**config.mk**
```make
export PLATFORM = sky130hd
export DESIGN_NAME = fifo_flags
export DESIGN_NICKNAME = d
export VERILOG_FILES = /design/src/rtl/fifo_flags.sv
export SDC_FILE = /design/constraint.sdc
export NUM_CORES = 1
export LEC_CHECK = 0
export CAP_MARGIN = 5
export CORE_MARGIN = 8
export CORE_UTILIZATION = 55
export CTS_BUF_LIST = sky130_fd_sc_hd__clkbuf_4 sky130_fd_sc_hd__clkbuf_8
export DETAILED_ROUTE_END_ITERATION = 12
export PLACE_DENSITY_LB_ADDON = 0.3
export SLEW_MARGIN = 25
export SYNTH_ARGS = -nofsm -noshare
export SYNTH_HDL_FRONTEND = slang
export SYNTH_SLANG_ARGS = --single-unit
```
**constraint.sdc**
```tcl
create_clock -name clk_i -period 2.75 [get_ports clk_i]
set_input_delay 0.275 -clock clk_i [delete_from_list [all_inputs] [get_ports clk_i]]
set_output_delay 0.275 -clock clk_i [all_outputs]
set_load 0.005 [all_outputs]
```
**src/rtl/fifo_flags.sv**
```systemverilog
// Synchronous FIFO with occupancy count, almost-full/empty thresholds,
// sticky error flags, synchronous flush and optional FWFT read mode.
module fifo_flags #(
    parameter int WORD_BITS     = 8,
    parameter int ADDR_BITS     = 4,
    parameter int FWFT          = 0,
    parameter int AFULL_THRESH  = 2**ADDR_BITS-2,
    parameter int AEMPTY_THRESH = 2
) (
    input  logic                 clk_i,
    input  logic                 reset_i,
    input  logic                 clear_i,
    input  logic                 write_i,
    input  logic [WORD_BITS-1:0] wdata_i,
    input  logic                 read_i,
    output logic [WORD_BITS-1:0] rdata_o,
    output logic                 empty_o,
    output logic                 full_o,
    output logic                 almost_empty_o,
    output logic                 almost_full_o,
    output logic [ADDR_BITS:0]   count_o,
    output logic                 overflow_o,
    output logic                 underflow_o
);

    localparam int DEPTH = 2**ADDR_BITS;
    localparam logic [ADDR_BITS:0] DEPTH_C = (ADDR_BITS+1)'(DEPTH);
    localparam logic [ADDR_BITS:0] AF_C    = (ADDR_BITS+1)'(AFULL_THRESH);
    localparam logic [ADDR_BITS:0] AE_C    = (ADDR_BITS+1)'(AEMPTY_THRESH);

    if (AFULL_THRESH < 0 || AFULL_THRESH > DEPTH) begin : g_bad_afull
        $error("fifo_flags: AFULL_THRESH outside 0..depth");
    end
    if (AEMPTY_THRESH < 0 || AEMPTY_THRESH > DEPTH) begin : g_bad_aempty
        $error("fifo_flags: AEMPTY_THRESH outside 0..depth");
    end

    logic [WORD_BITS-1:0] mem [DEPTH];
    logic [ADDR_BITS-1:0] wptr;
    logic [ADDR_BITS-1:0] rptr;
    logic [ADDR_BITS:0]   count;
    logic                 ovf;
    logic                 udf;
    logic                 rd_ok;
    logic                 wr_ok;

    assign empty_o        = (count == '0);
    assign full_o         = (count == DEPTH_C);
    assign almost_empty_o = (count <= AE_C);
    assign almost_full_o  = (count >= AF_C);
    assign count_o        = count;
    assign overflow_o     = ovf;
    assign underflow_o    = udf;

    // A pop in the same cycle frees the slot a write at full needs
    assign rd_ok = read_i && !empty_o;
    assign wr_ok = write_i && (!full_o || rd_ok);

    always_ff @(posedge clk_i) begin
        if (wr_ok && !clear_i) begin
            mem[wptr] <= wdata_i;
        end
    end

    always_ff @(posedge clk_i or posedge reset_i) begin
        if (reset_i) begin
            wptr  <= '0;
            rptr  <= '0;
            count <= '0;
            ovf   <= 1'b0;
            udf   <= 1'b0;
        end else if (clear_i) begin
            wptr  <= '0;
            rptr  <= '0;
            count <= '0;
            ovf   <= 1'b0;
            udf   <= 1'b0;
        end else begin
            if (wr_ok) begin
                wptr <= wptr + 1'b1;
            end
            if (rd_ok) begin
                rptr <= rptr + 1'b1;
            end
            unique case ({wr_ok, rd_ok})
                2'b10:   count <= count + 1'b1;
                2'b01:   count <= count - 1'b1;
                default: count <= count;
            endcase
            if (write_i && !wr_ok) begin
                ovf <= 1'b1;
            end
            if (read_i && !rd_ok) begin
                udf <= 1'b1;
            end
        end
    end

    if (FWFT != 0) begin : g_fwft
        assign rdata_o = mem[rptr];
    end else begin : g_reg
        logic [WORD_BITS-1:0] rdata_q;
        always_ff @(posedge clk_i or posedge reset_i) begin
            if (reset_i) begin
                rdata_q <= '0;
            end else if (!clear_i && rd_ok) begin
                rdata_q <= mem[rptr];
            end
        end
        assign rdata_o = rdata_q;
    end

endmodule

```
# Yosys cells after proc, flatten, opt, wreduce, memory -nomap -nowiden
# Memory sizes are Yosys's and may differ from the RTL's. A register that Yosys moved wholly into a read port is not among the register bits.
# Index checks and enable logic that the tools add are counted.
# op_classes
eq_ne	3
mux	12
addsub	4
n_reduce_logical	18
n_lt_le_gt_ge	2
# op_table
operator	count
$mux 4	4
$pmux 5 s2	1
$add 4x1->4 const B	2
$reduce_bool 2->1	4
$logic_and 1x1->1	6
$mux 1	6
$add 5x1->5 const B	1
$eq 5x5->1 const B	1
$ge 5x4->1 const B	1
$le 5x2->1 const B	1
$logic_not 1->1	5
$logic_not 5->1	1
$mux 5	1
$sub 5x1->5 const B	1
$reduce_bool 3->1	1
$eq 2x1->1 const B	1
$eq 2x2->1 const B	1
$logic_or 1x1->1	1
# word_totals
in_bits	13
mem_bits_rw	128
reg_bits	15
out_inout_bits	19
n_memories	1
# memory_table
memory	depth	width	read_ports	rd_clocked_by_memory_dff	write_ports	line	rtl
mem	16	8	1	1	1	38	logic [WORD_BITS-1:0] mem [DEPTH];

# Longest topological paths before layout
# depth
depth_word	9
depth_mapped	10
depth_no_buf	9

# Worst setup path after synthesis
# Ideal clock, no wire load.
# synth_timing
kind	reg-to-reg
startpoint	reg count[2], in the netlist count_o[2]
endpoint	reg count[4], in the netlist count_o[4]
path_stages_with_launch	11
t_arrival_ns	2.604
n_path_buf	1
setup_ns	0.082
slack_ns	0.064
required_ns	2.668
path_cell_list	dfrtp_1 -> or4_4 -> buf_6 -> o21ai_2 -> or2_2 -> inv_1 -> ha_1 -> nand2b_1 -> a21oi_1 -> mux2_2 -> a31oi_1
# synth_between
elab_chain_len	8
elab_cells_between_ends	14
cone_classes	add/sub: 2; eq/ne: 3; mux: 2; reduce/logical: 7
# synth_lines
item	line	rtl
from (decl)	41	logic [ADDR_BITS:0] count;
from (signal assigned)	86	2'b10: count <= count + 1'b1;
from (signal assigned)	87	2'b01: count <= count - 1'b1;
from (signal assigned)	88	default: count <= count;
$logic_not 5->1	47	assign empty_o = (count == '0);
$logic_not 1->1	56	assign rd_ok = read_i && !empty_o;
$logic_and 1x1->1	56	
$logic_or 1x1->1	57	assign wr_ok = write_i && (!full_o || rd_ok);
$logic_and 1x1->1	57	
$eq 2x1->1 or $eq 2x2->1 (tied branches)	85	unique case ({wr_ok, rd_ok})
$pmux 5 s2	85	
$mux 5	72	end else if (clear_i) begin
# Parallel ways exist; a longest one is shown, timed or not.
# A chain may end at the register's enable or synchronous reset.

# Worst setup path in the final report
# Ends and elaborated chain as after synthesis.

==> impl_metrics.tcl <==
set metrics [dict create \
    status "completed" \
    synthArstFlopShare_pct 15.2 \
    maxSlewHeadroom_pct 38.0 \
    cts_made_buffers 17 \
    synthXorXnorAreaFrac_pct 0.986 \
    first_pass_iters 5 \
    drv_slew 0 \
    clkSinkCount 151 \
    tns_ns 0 \
    syn_inst 347 \
    top_level_ports 32 \
    post_cts_buffers 0 \
    synth_warnings 0 \
    post-dp-hpwl_mm 8.21 \
    clock_path_buffers 2 \
    avgSynthCellArea_um2 17.9 \
    required_ns 3.11 \
    coreArea_um2 11200 \
    crit_path_end_kind "register" \
    worstSkewPairLatency_ns 0.44 \
    setup_violations 0 \
    m1WireLength_mm 4.97 \
    skew_ns 0.00875 \
    ant_nets 0 \
    row_count 39 \
    fillers 787 \
    path_class "reg2reg" \
    clk_pin_slew_worst_paths_ns 0.08 \
    r2r.worst_path.cells 9 \
    start_util_pct 55.4 \
    worstMarginPinSlew_ns 0.925 \
    maxCapViolCount 0 \
    dr.max_layer_used "met4" \
    synth_nets 369 \
    wl_met2_mm 6.14 \
    grtUsageTotal_pct 17.6 \
    ys_seq_area_share_pct 71.1 \
    synth_compound_area_share_pct 3.52 \
    gpl.final_weighted_congestion 0.815 \
    final_common_cell "edfxtp_1" \
    antennaDiodeCount 0 \
    yosys.area_share.simple_pct 4.95 \
    regToRegSetupSlack_ns 0.23 \
    hold_class "in2async" \
    grt_antenna_before_repair 0 \
    cts_root_buffer "clkbuf_8" \
    hold_viol 0 \
    muxShareOfSynthArea_pct 15.8 \
    drt_wl_total_mm 12.1 \
    path_max_fanout 3 \
    cts-resized-gates 0 \
    area_growth_pct 16.6 \
    arrival_ns 2.88 \
    finalNetCount 437 \
    period_share_pct 91.5 \
    overflow 0 \
    p_per_area_nw_per_um2 744 \
    yosys_most_used_dff "edfxtp_1" \
    cts_hold_buffers 0 \
    fin_crit_ns 2.52 \
    timing.rr.end "count_o[4]$_DFFE_PP0P_" \
    total_leakage_power_uw 0.00247 \
    grt_pass1_wl_mm 19.0 \
    syn_area_um2 6220 \
    portBuffers 31 \
    ys_types 40 \
    dr.first_iter.drc_count 246 \
    vias 3296 \
    yosys.area_share.adder_pct 1.93 \
    fp.dieH_um 122 \
    cts_tree "done" \
    drive_gt1_share_pct 24.6 \
    cts_max_level 4 \
    final_util_pct 64.6 \
    r2r-start "count_o[2]$_DFFE_PP0P_" \
    startpoint_type "register" \
    ys_seq_elements 151 \
    grt_start_max_net_pins 24 \
    rsz0062_at_grt "no" \
    layout_common_cells "128 x edfxtp_1, 35 x nor2_1, 34 x buf_4, 32 x mux4_2, 31 x clkdlybuf4s50_1" \
    grt_pass1_vias 3403 \
    synth_edf_count 128 \
    wl_per_cell_um 21.3 \
    vias_per_cell 5.78 \
    die_x_um 122 \
    synth_top_family_by_area "multiplexers" \
    routed-wl-met3_um 849 \
    dieArea_um2 15000 \
    drc 0 \
    max-vdd-ir-drop_v 0.000598 \
    fmax_mhz 397 \
]
metrics by stage:
| stage | hold slack, ns | instances | instance area (µm²) | setup WS (ns) | power (µW) |
|---|---|---|---|---|---|
| finish | 0.230 | 570 | 7250 | 0.233 | 5400 |
| global route | 0.250 | 570 | 7250 | 0.101 | 5650 |
| CTS | 0.365 | 570 | 7250 | 0.222 | 5440 |
| detailed placement | 0.500 | 539 | 6910 | 0.209 | 3950 |
| global placement | 0.477 | 539 | 6910 | 0.248 | 3910 |
| floorplan | 0.277 | 347 | 6220 | 0.0638 | 3410 |
cell families after synthesis:
kind of cell,after synthesis
AND/OR/NAND/NOR,69
flip-flops,151
XOR/XNOR,7
multiplexers,56
adder cells (fa/ha/maj),9
AO/OA/AOI/OAI,29
buffers and inverters,26
registers in the layout, indices dropped and copies added, names as in the netlist:
register and cells:
count_o 5, underflow_o 1, rptr 4, rdata_o 8
wptr 4, overflow_o 1, mem 128
how the worst max path moves through the flow:
stage	depth (start not counted)	endpoint	from
2_1_floorplan	10	count_o[4]$_DFFE_PP0P_	count_o[2]$_DFFE_PP0P_
3_3_place_gp	8	count_o[4]$_DFFE_PP0P_	read_i
3_5_place_dp	8	count_o[4]$_DFFE_PP0P_	read_i
4_1_cts	4	full_o	count_o[2]$_DFFE_PP0P_
5_1_grt	9	count_o[4]$_DFFE_PP0P_	count_o[2]$_DFFE_PP0P_
6_report	9	count_o[4]$_DFFE_PP0P_	count_o[2]$_DFFE_PP0P_
metal layers:
metal	vias to the layer above	GRT usage [%]
met3	13	5.70
met4	0	5.48
met5	-	0
li1	1498	-
met2	102	29.1
met1	1683	21.9
worst max-delay path, stage by stage (launching register included):
cell and delay, ns:
dfrtp_1 0.38, or4_4 0.54, o21ai_2 0.16, or2_2 0.15, inv_1 0.07, ha_1 0.33
nand2b_1 0.07, a21oi_1 0.26, mux2_2 0.37, a31oi_1 0.12
layout make-up:
cell class	instances	area [µm²]	share of cell area, %
Clock buffer	18	241	3.33
Timing Repair Buffer	66	586	8.07
Clock inverter	13	105	1.45
Tap cell	143	179	2.47
Multi-Input combinational cell	170	1690	23.3
Sequential cell	151	4420	60.9
Inverter	9	33.8	0.466
cells in the mapped netlist, types with 4 or more instances:
cell	instances	area, µm²
edfxtp_1	128	3840
nor2_1	35	131
mux4_2	32	721
dfrtp_1	23	576
mux2i_1	21	210
nand2_1	16	60.1
clkbuf_1	9	33.8
inv_1	9	33.8
ha_1	8	100
o221ai_1	8	70.1
xor2_1	6	52.6
buf_2	5	25.0
o21ai_0	4	20.0
power by group:
part | switching [µW] | internal (µW) | total, µW
logic | 554 | 610 | 1160
clock network | 790 | 715 | 1500
registers | 119 | 2610 | 2730
Power figures use the tool's default switching activity.
